### src/rtl/lsu_pkg.sv
// Shared encodings for the load/store unit: op codes, FSM states, default memory size.
package lsu_pkg;

    localparam logic [1:0] OP_LOAD    = 2'b00;
    localparam logic [1:0] OP_STORE   = 2'b01;
    localparam logic [1:0] OP_COPY    = 2'b10;
    localparam logic [1:0] OP_ILLEGAL = 2'b11;

    localparam int LSU_MEM_DEPTH = 16;

    typedef enum logic [2:0] {
        ST_IDLE,
        ST_ACCESS,
        ST_CP_RD,
        ST_CP_WR,
        ST_RESP
    } lsu_state_t;

endpackage

### src/rtl/lsu_addr_gen.sv
// Effective address (base + signed offset, wrapping) and range checks; purely combinational.
// Copy ends are evaluated one bit wider so a run crossing 2^ADDR_W cannot alias back in range.
module lsu_addr_gen #(
    parameter int ADDR_W    = 8,
    parameter int MEM_DEPTH = 16
) (
    input  logic [ADDR_W-1:0] i_base,
    input  logic [ADDR_W-1:0] i_offset,
    input  logic [ADDR_W-1:0] i_dst,
    input  logic [3:0]        i_len,
    output logic [ADDR_W-1:0] o_ea,
    output logic              o_ea_oob,
    output logic              o_copy_oob
);

    localparam logic [ADDR_W:0] LP_DEPTH = MEM_DEPTH[ADDR_W:0];

    logic [ADDR_W:0] w_len_x;
    logic [ADDR_W:0] w_src_end;
    logic [ADDR_W:0] w_dst_end;

    assign o_ea      = i_base + i_offset;
    assign w_len_x   = {{(ADDR_W-3){1'b0}}, i_len};
    assign w_src_end = {1'b0, o_ea} + w_len_x - 1'b1;
    assign w_dst_end = {1'b0, i_dst} + w_len_x - 1'b1;

    assign o_ea_oob   = {1'b0, o_ea} >= LP_DEPTH;
    assign o_copy_oob = (w_src_end >= LP_DEPTH) || (w_dst_end >= LP_DEPTH)
                     || ({1'b0, i_dst} >= LP_DEPTH);

endmodule

### src/rtl/load_store_unit.sv
// Data-memory initiator: load/store in 2 cycles after accept, copy of N bytes in 2N+1, faults in 1.
// Accepts only in IDLE (req_ready); responses are a single unstalled strobe.
module load_store_unit
    import lsu_pkg::*;
#(
    parameter int ADDR_W    = 8,
    parameter int DATA_W    = 8,
    parameter int MEM_DEPTH = LSU_MEM_DEPTH
) (
    input  logic              clk,
    input  logic              rst,
    input  logic              req_valid,
    output logic              req_ready,
    input  logic [1:0]        req_op,
    input  logic [ADDR_W-1:0] req_base,
    input  logic [ADDR_W-1:0] req_offset,
    input  logic [DATA_W-1:0] req_wdata,
    input  logic [3:0]        req_len,
    output logic              resp_valid,
    output logic [DATA_W-1:0] resp_data,
    output logic              resp_fault,
    output logic              mem_read,
    output logic              mem_write,
    output logic [ADDR_W-1:0] mem_addr,
    output logic [DATA_W-1:0] mem_wdata,
    input  logic [DATA_W-1:0] mem_rdata
);

    lsu_state_t        r_state;
    lsu_state_t        w_next;
    logic [1:0]        r_op;
    logic [ADDR_W-1:0] r_ea;
    logic [ADDR_W-1:0] r_dst;
    logic [DATA_W-1:0] r_wdata;
    logic [DATA_W-1:0] r_buf;
    logic [DATA_W-1:0] r_resp_data;
    logic [3:0]        r_len;
    logic [3:0]        r_idx;
    logic              r_resp_fault;

    logic [ADDR_W-1:0] w_ea;
    logic [ADDR_W-1:0] w_dst;
    logic              w_ea_oob;
    logic              w_copy_oob;
    logic              w_accept;
    logic              w_fault;
    logic              w_last;

    assign w_dst    = ADDR_W'(req_wdata);
    assign w_accept = (r_state == ST_IDLE) && req_valid;
    assign w_last   = ({1'b0, r_idx} + 5'd1) == {1'b0, r_len};

    lsu_addr_gen #(
        .ADDR_W    (ADDR_W),
        .MEM_DEPTH (MEM_DEPTH)
    ) u_addr_gen (
        .i_base     (req_base),
        .i_offset   (req_offset),
        .i_dst      (w_dst),
        .i_len      (req_len),
        .o_ea       (w_ea),
        .o_ea_oob   (w_ea_oob),
        .o_copy_oob (w_copy_oob)
    );

    // A zero-length copy is never a fault, even if its base is out of range.
    always_comb begin
        w_fault = 1'b1;
        case (req_op)
            OP_LOAD, OP_STORE: w_fault = w_ea_oob;
            OP_COPY:           w_fault = (req_len != 4'd0) && w_copy_oob;
            default:           w_fault = 1'b1;
        endcase
    end

    always_ff @(posedge clk or posedge rst) begin
        if (rst) begin
            r_state <= ST_IDLE;
        end else begin
            r_state <= w_next;
        end
    end

    always_comb begin
        w_next = r_state;
        case (r_state)
            ST_IDLE: begin
                if (req_valid) begin
                    if (w_fault || (req_op == OP_COPY && req_len == 4'd0)) begin
                        w_next = ST_RESP;
                    end else if (req_op == OP_COPY) begin
                        w_next = ST_CP_RD;
                    end else begin
                        w_next = ST_ACCESS;
                    end
                end
            end
            ST_ACCESS: w_next = ST_RESP;
            ST_CP_RD:  w_next = ST_CP_WR;
            ST_CP_WR:  w_next = w_last ? ST_RESP : ST_CP_RD;
            ST_RESP:   w_next = ST_IDLE;
            default:   w_next = ST_IDLE;
        endcase
    end

    always_ff @(posedge clk or posedge rst) begin
        if (rst) begin
            r_op         <= 2'b00;
            r_ea         <= '0;
            r_dst        <= '0;
            r_wdata      <= '0;
            r_buf        <= '0;
            r_resp_data  <= '0;
            r_len        <= '0;
            r_idx        <= '0;
            r_resp_fault <= 1'b0;
        end else if (w_accept) begin
            r_op         <= req_op;
            r_ea         <= w_ea;
            r_dst        <= w_dst;
            r_wdata      <= req_wdata;
            r_buf        <= '0;
            r_resp_data  <= '0;
            r_len        <= req_len;
            r_idx        <= '0;
            r_resp_fault <= w_fault;
        end else begin
            case (r_state)
                ST_ACCESS: if (r_op == OP_LOAD) r_resp_data <= mem_rdata;
                ST_CP_RD:  r_buf <= mem_rdata;
                ST_CP_WR: begin
                    r_idx <= r_idx + 4'd1;
                    if (w_last) r_resp_data <= DATA_W'(r_len);
                end
                default: ;
            endcase
        end
    end

    always_comb begin
        req_ready  = 1'b0;
        resp_valid = 1'b0;
        resp_data  = '0;
        resp_fault = 1'b0;
        mem_read   = 1'b0;
        mem_write  = 1'b0;
        mem_addr   = '0;
        mem_wdata  = '0;
        case (r_state)
            ST_IDLE: req_ready = 1'b1;
            ST_ACCESS: begin
                mem_addr = r_ea;
                if (r_op == OP_LOAD) begin
                    mem_read = 1'b1;
                end else begin
                    mem_write = 1'b1;
                    mem_wdata = r_wdata;
                end
            end
            ST_CP_RD: begin
                mem_read = 1'b1;
                mem_addr = r_ea + ADDR_W'(r_idx);
            end
            ST_CP_WR: begin
                mem_write = 1'b1;
                mem_addr  = r_dst + ADDR_W'(r_idx);
                mem_wdata = r_buf;
            end
            ST_RESP: begin
                resp_valid = 1'b1;
                resp_data  = r_resp_data;
                resp_fault = r_resp_fault;
            end
            default: ;
        endcase
    end

endmodule

### config.mk
export PLATFORM = sky130hd
export DESIGN_NAME = load_store_unit
export DESIGN_NICKNAME = d
export VERILOG_FILES = /design/src/rtl/lsu_pkg.sv /design/src/rtl/lsu_addr_gen.sv /design/src/rtl/load_store_unit.sv
export SDC_FILE = /design/constraint.sdc
export NUM_CORES = 1
export LEC_CHECK = 0
export BUFFER_PORTS_ARGS = -buffer_cell sky130_fd_sc_hd__buf_2
export CORE_MARGIN = 2
export CORE_UTILIZATION = 61
export CTS_CLUSTER_DIAMETER = 150
export DETAILED_ROUTE_END_ITERATION = 8
export GPL_TIMING_DRIVEN = 0
export PLACE_DENSITY = 0.86
export SETUP_SLACK_MARGIN = 0.5
export SLEW_MARGIN = 5
export SYNTH_ARGS = -nofsm -noshare
export SYNTH_HDL_FRONTEND = slang
export SYNTH_SLANG_ARGS = --single-unit
### constraint.sdc
create_clock -name clk -period 6.3 [get_ports clk]
set_clock_uncertainty 0.1 [all_clocks]
set_input_delay 0.63 -clock clk [delete_from_list [all_inputs] [get_ports clk]]
set_output_delay 0.63 -clock clk [all_outputs]
set_load 0.02 [all_outputs]
# Word level (Yosys, flattened, before mapping)
# Cells that the tools add are included.
[totals] elab_cells=73 reg_bits=46 in_bits=41 out_inout_bits=29
[op_classes] magnitude_cmp=4 reduce_logical=16 mux=25 add_sub_neg=9 n_eq_ne=10
[ops] operator="$mux 8" n=7
[ops] operator="$pmux 8 s2" n=2
[ops] operator="$pmux 8 s3" n=1
[ops] operator="$add 8x4->9" n=2
[ops] operator="$ge 9x5->1 const B" n=2
[ops] operator="$sub 9x1->9 const B" n=2
[ops] operator="$add 8x4->8" n=2
[ops] operator="$ge 8x5->1 const B" n=2
[ops] operator="$pmux 3 s4" n=1
[ops] operator="$mux 3" n=3
[ops] operator="$add 8x8->8" n=1
[ops] operator="$mux 4" n=2
[ops] operator="$eq 3x2->1 const B" n=2
[ops] operator="$ne 3x3->1 const B" n=2
[ops] operator="$pmux 1 s2" n=3
[ops] operator="$add 4x1->5 const B" n=1
[ops] operator="$eq 5x4->1" n=1
[ops] operator="$mux 1" n=5
[ops] operator="$add 4x1->4 const B" n=1
[ops] operator="$logic_not 2->1" n=2
[ops] operator="$logic_not 4->1" n=1
[ops] operator="$reduce_bool 2->1" n=2
[ops] operator="$reduce_bool 4->1" n=1
[ops] operator="$eq 3x1->1 const B" n=1
[ops] operator="other kinds (11)" n=15

# Logic depth before layout (Yosys ltp)
[depth] depth_word=12 mapped_depth=16 depth_no_buf=16

# Cells and area by module
# Synthesis repeated with hierarchy kept, for this count alone.
[unflattened] hier_cells=465 area_unflattened_um2=4082.7
[modules_own_cells] module="load_store_unit" n_inst=1 area_per_inst_um2=2767.7 cells_each=284
[modules_own_cells] module="lsu_addr_gen" n_inst=1 area_per_inst_um2=1315.0 cells_each=181

# Worst setup path after synthesis
# Ideal clock, no wire load.
[synth_path] path_kind="input port to flip-flop" startpoint="in req_base[0]" endpoint="reg r_state[2]" required_ns=6.076 stages=15 setup_slack_ns=2.339 arrival_ns=3.737 path_cell_list="ha_1 > inv_1 > fa_1 > and2b_1 > o22a_1 > xor2_2 > inv_1 > ha_1 > inv_1 > o21bai_1 > nand2_1 > o211ai_1 > xor2_1 > or4_4 > a211o_1"
[synth_via] elab_chain_len=12
[synth_rtl] element="from (decl)" line="load_store_unit.sv:15" text="input logic [ADDR_W-1:0] req_base,"
[synth_rtl] element="$add 8x8->8 (*)" line="lsu_addr_gen.sv:22" text="assign o_ea = i_base + i_offset;"
[synth_rtl] element="$add 8x4->9" line="lsu_addr_gen.sv:24" text="assign w_src_end = {1'b0, o_ea} + w_len_x - 1'b1;"
[synth_rtl] element="$sub 9x1->9" line="lsu_addr_gen.sv:24"
[synth_rtl] element="$ge 9x5->1" line="lsu_addr_gen.sv:28" text="assign o_copy_oob = (w_src_end >= LP_DEPTH) || (w_dst_end >= LP_DEPTH)"
[synth_rtl] element="$logic_or 1x1->1" line="lsu_addr_gen.sv:28"
[synth_rtl] element="$logic_or 1x1->1" line="lsu_addr_gen.sv:29" text="|| ({1'b0, i_dst} >= LP_DEPTH);"
[synth_rtl] element="$logic_and 1x1->1" line="load_store_unit.sv:71" text="OP_COPY: w_fault = (req_len != 4'd0) && w_copy_oob;"
[synth_rtl] element="$pmux 1 s2 (*)" line="load_store_unit.sv:69" text="case (req_op)"
[synth_rtl] element="$logic_or 1x1->1 (*)" line="load_store_unit.sv:89" text="if (w_fault || (req_op == OP_COPY && req_len == 4'd0)) begin"
[synth_rtl] element="$mux 3 (*)" line="load_store_unit.sv:89"
[synth_rtl] element="$mux 3 (*)" line="load_store_unit.sv:88" text="if (req_valid) begin"
[synth_rtl] element="$pmux 3 s4 (*)" line="load_store_unit.sv:86" text="case (r_state)"
[synth_rtl] element="to (signal assigned)" line="load_store_unit.sv:80" text="r_state <= w_next;"
[synth_rtl] element="to (decl)" line="load_store_unit.sv:29" text="lsu_state_t r_state;"
# Mark *: on every way between the ends. The rest lies on a longest branch, timed or not. The select of a mux whose other input is x is not followed.
# A chain may end at the register's enable or synchronous reset.

# Worst setup path in the final report
[layout_path] startpoint="reg r_state[1]" endpoint="out mem_addr[6]"
[layout_via] elab_chain_len=2
[layout_rtl] element="$eq 3x2->1 or $eq 3x1->1 (tied branches)" line="load_store_unit.sv:149" text="case (r_state)"
[layout_rtl] element="$pmux 8 s3 (*)" line="load_store_unit.sv:149"
[layout_rtl] element="to (decl)" line="load_store_unit.sv:24" text="output logic [ADDR_W-1:0] mem_addr,"
# Mark *: on every way between the ends. The rest lies on a longest branch, timed or not.

==> run_results.csv <==
group,metric,value,unit
outcome,status,"finished clean",
sta,finalCritPeriodShare,0.783,
layout,drive_gt1_frac,0.168,
synthesis,yosys_warnings,0,
worst_setup_path,critPathCaptureType,"primary output",
routing,via_per_inst,5.87,
routing,dr.pass1.iters,5,
placed_design,place_area,4330,um2
floorplan,coreArea,6030,um2
routing,vias,3692,
floorplan,io-pin-count,70,
layout,finalCoreUtilization,0.736,
global_route,track_usage,0.285,
floorplan,dieArea,6980,um2
global_route,grt_pass1_wl,16.4,mm
placed_design,place_congestion,0.870,
sta,rsz0062_at_grt,"no",
sta,slew_headroom,0.185,
floorplan,dieWidth,83.5,um
placed_design,hpwl,7.73,mm
sta,setup_viol,0,
synthesis,synth_cells,476,
global_route,grt_max_degree,25,
worst_setup_path,crit_fanout,10,
clocking,postCtsHoldBufs,0,
layout,area.growth.synth_to_final,14.8,%
synthesis,yosysMostFrequentCell,"nand2_1",
synthesis,yosysSeqAreaShare,0.298,
synthesis,synth_common_cells,"nand2_1, inv_1, dfrtp_1",
power_and_ir_drop,power.leakage,2.29,nW
sta,whs,0.263,ns
routing,drt-total-wl,9.71,mm
synthesis,ys_seq_elements,46,
synthesis,synth_area_leaders,"dfrtp_1, ha_1, nand2_1",
global_route,antenna_found_initial,0,
worst_setup_path,crit_type,"flip-flop to primary output",
floorplan,start_util,0.641,
clocking,clock_latency,0.30,ns
clocking,root_buffer,"clkbuf_8",
synthesis,netlist_area,3860,um2
sta,fmax,0.203,GHz
routing,ant_nets,0,
synthesis,synth-edff-count,0,
power_and_ir_drop,peakVddDrop,0.140,mV
worst_setup_path,critPathLaunchType,"flip-flop",
clocking,cts_tree,"built",
power_and_ir_drop,powerDensity,223,nW/um2
sta,hold_viol_final,0,
min_path,holdCritPathClass,"input port to asynchronous set/reset pin",
worst_setup_path,r2r_slack,3.34,ns
sta,slew_viol_final,0,
sta,fin_crit,4.94,ns
placed_design,portBuffers,69,
synthesis,yosys.cell_types.count,54,
global_route,overflow,0,
synthesis,synth_top_cell_by_area,"dfrtp_1",
clocking,cts_setup_buffers,0,
layout,diodes,0,
clocking,numCtsBuffers,5,
clocking,path_clk_slew,0.08,ns
flow_run,cap_violations,0,
synthesis,synth-main-ff-cell,"dfrtp_1",
layout,fin_nets,635,
sta,worst_pin_slew,1.21,ns
layout,stdcell_area,4430,um2
worst_setup_path,arrival,4.21,ns
floorplan,fp.dieH,83.5,um
routing,drc,0,
worst_setup_path,required,5.57,ns
global_route,grt_pass1_vias,3662,
routing,drtIter0Drc,375,
clocking,post_cts_resized,0,
clocking,cts_sinks,46,
clocking,cts_buffer_depth,2,
synthesis,synth_nets,558,
sta,tns,0,ns
synthesis,synth_top_area_share,0.298,
synthesis,syn_avg_cell_area,8.11,um2
synthesis,synth-async-reset-ratio,1.00,
clocking,htree_levels,2,
floorplan,rows,28,
routing,wl_per_cell,15.4,um
==> through the flow <==
stage | setup WS, ns | total power, mW | instances
2_1_floorplan | 2.34 | 0.661 | 476
3_3_place_gp | 1.89 | 0.747 | 620
3_5_place_dp | 1.79 | 0.769 | 621
4_1_cts | 1.45 | 0.982 | 629
5_1_grt | 0.978 | 1.05 | 629
6_report | 1.36 | 0.988 | 629
==> critical path: stages, from the launching register on <==
cell and delay (ns):
dfrtp_1 0.35, clkbuf_1 0.33, nand2_1 0.16, nor2_1 0.57, clkbuf_1 0.47, nand2_1 0.13
nand2_1 0.08, ha_1 0.16, inv_1 0.06, fa_1 0.41, nor2b_1 0.14, o21ai_0 0.09
nand2b_1 0.14, a21boi_0 0.32, mux2i_1 0.22, a21oi_1 0.09, buf_2 0.19
==> final timing paths <==
kind / cells after the start / from / end
setup / recovery: 16 / r_state[1] / mem_addr[6]
hold / removal: 2 / rst / r_wdata[4]
setup reg to reg: 9 / r_idx[0] / r_resp_data[0]
hold reg to reg: 1 / r_resp_data[7] / r_resp_data[7]
max in group asynchronous: 3 / rst / r_idx[2]
min in group clk: 1 / r_resp_data[7] / r_resp_data[7]
==> cell type report <==
| type | count | area [um2] |
|---|---|---|
| flip-flops and latches | 46 | 1150 |
| plain buffers | 21 | 88.8 |
| repair buffers | 70 | 373 |
| inverters | 47 | 176 |
| well taps | 75 | 93.8 |
| clock buffers | 7 | 76.3 |
| fillers | 462 | 1590 |
| clock inverters | 1 | 30.0 |
| multi-input cells | 362 | 2440 |
==> metal layers <==
| layer | up-vias | global-route usage | wire (um) |
|---|---|---|---|
| met1 | 1724 | 0.355 | 3990 |
| met4 | 0 | 0.0894 | 167 |
| met3 | 16 | 0.0386 | 751 |
| met2 | 171 | 0.513 | 4790 |
| li1 | 1781 | - | - |
| met5 | - | 0 | 0 |
==> cells in the final DEF (no fill, tap or decap), drive strengths merged, types with 7 or more instances in the layout <==
master	count
inv	47
xor2	8
nor3	12
clkbuf	23
nor2	33
a21o	7
ha	37
a22o	14
dfrtp	46
and3	12
buf	75
nand3	8
a21oi	34
xnor2	12
mux2i	10
o21ai	48
nand2	68
==> power by group <==
group,switching (mW),total [mW],internal (mW)
Sequential,0.0586,0.402,0.344
Combinational,0.216,0.369,0.152
Clock,0.0983,0.217,0.119
==> state kept, by name, summed over array words and instances (netlist names) <==
| signal | cells |
|---|---|
| r_wdata | 8 |
| r_resp_fault | 1 |
| r_state | 3 |
| r_buf | 8 |
| r_ea | 8 |
| r_resp_data | 8 |
| r_idx | 4 |
| r_op | 2 |
| r_len | 4 |
==> kinds of logic after synthesis <==
logic type	count (synthesis)	share of synthesized area
buffers and inverters	68	0.0687
flip-flops	46	0.298
AND/OR/NAND/NOR	162	0.195
multiplexers	12	0.0318
adder cells (fa/ha/maj)	41	0.141
AO/OA/AOI/OAI	127	0.218
XOR/XNOR	20	0.0473
No activity file was read; power rests on OpenSTA's default activity.
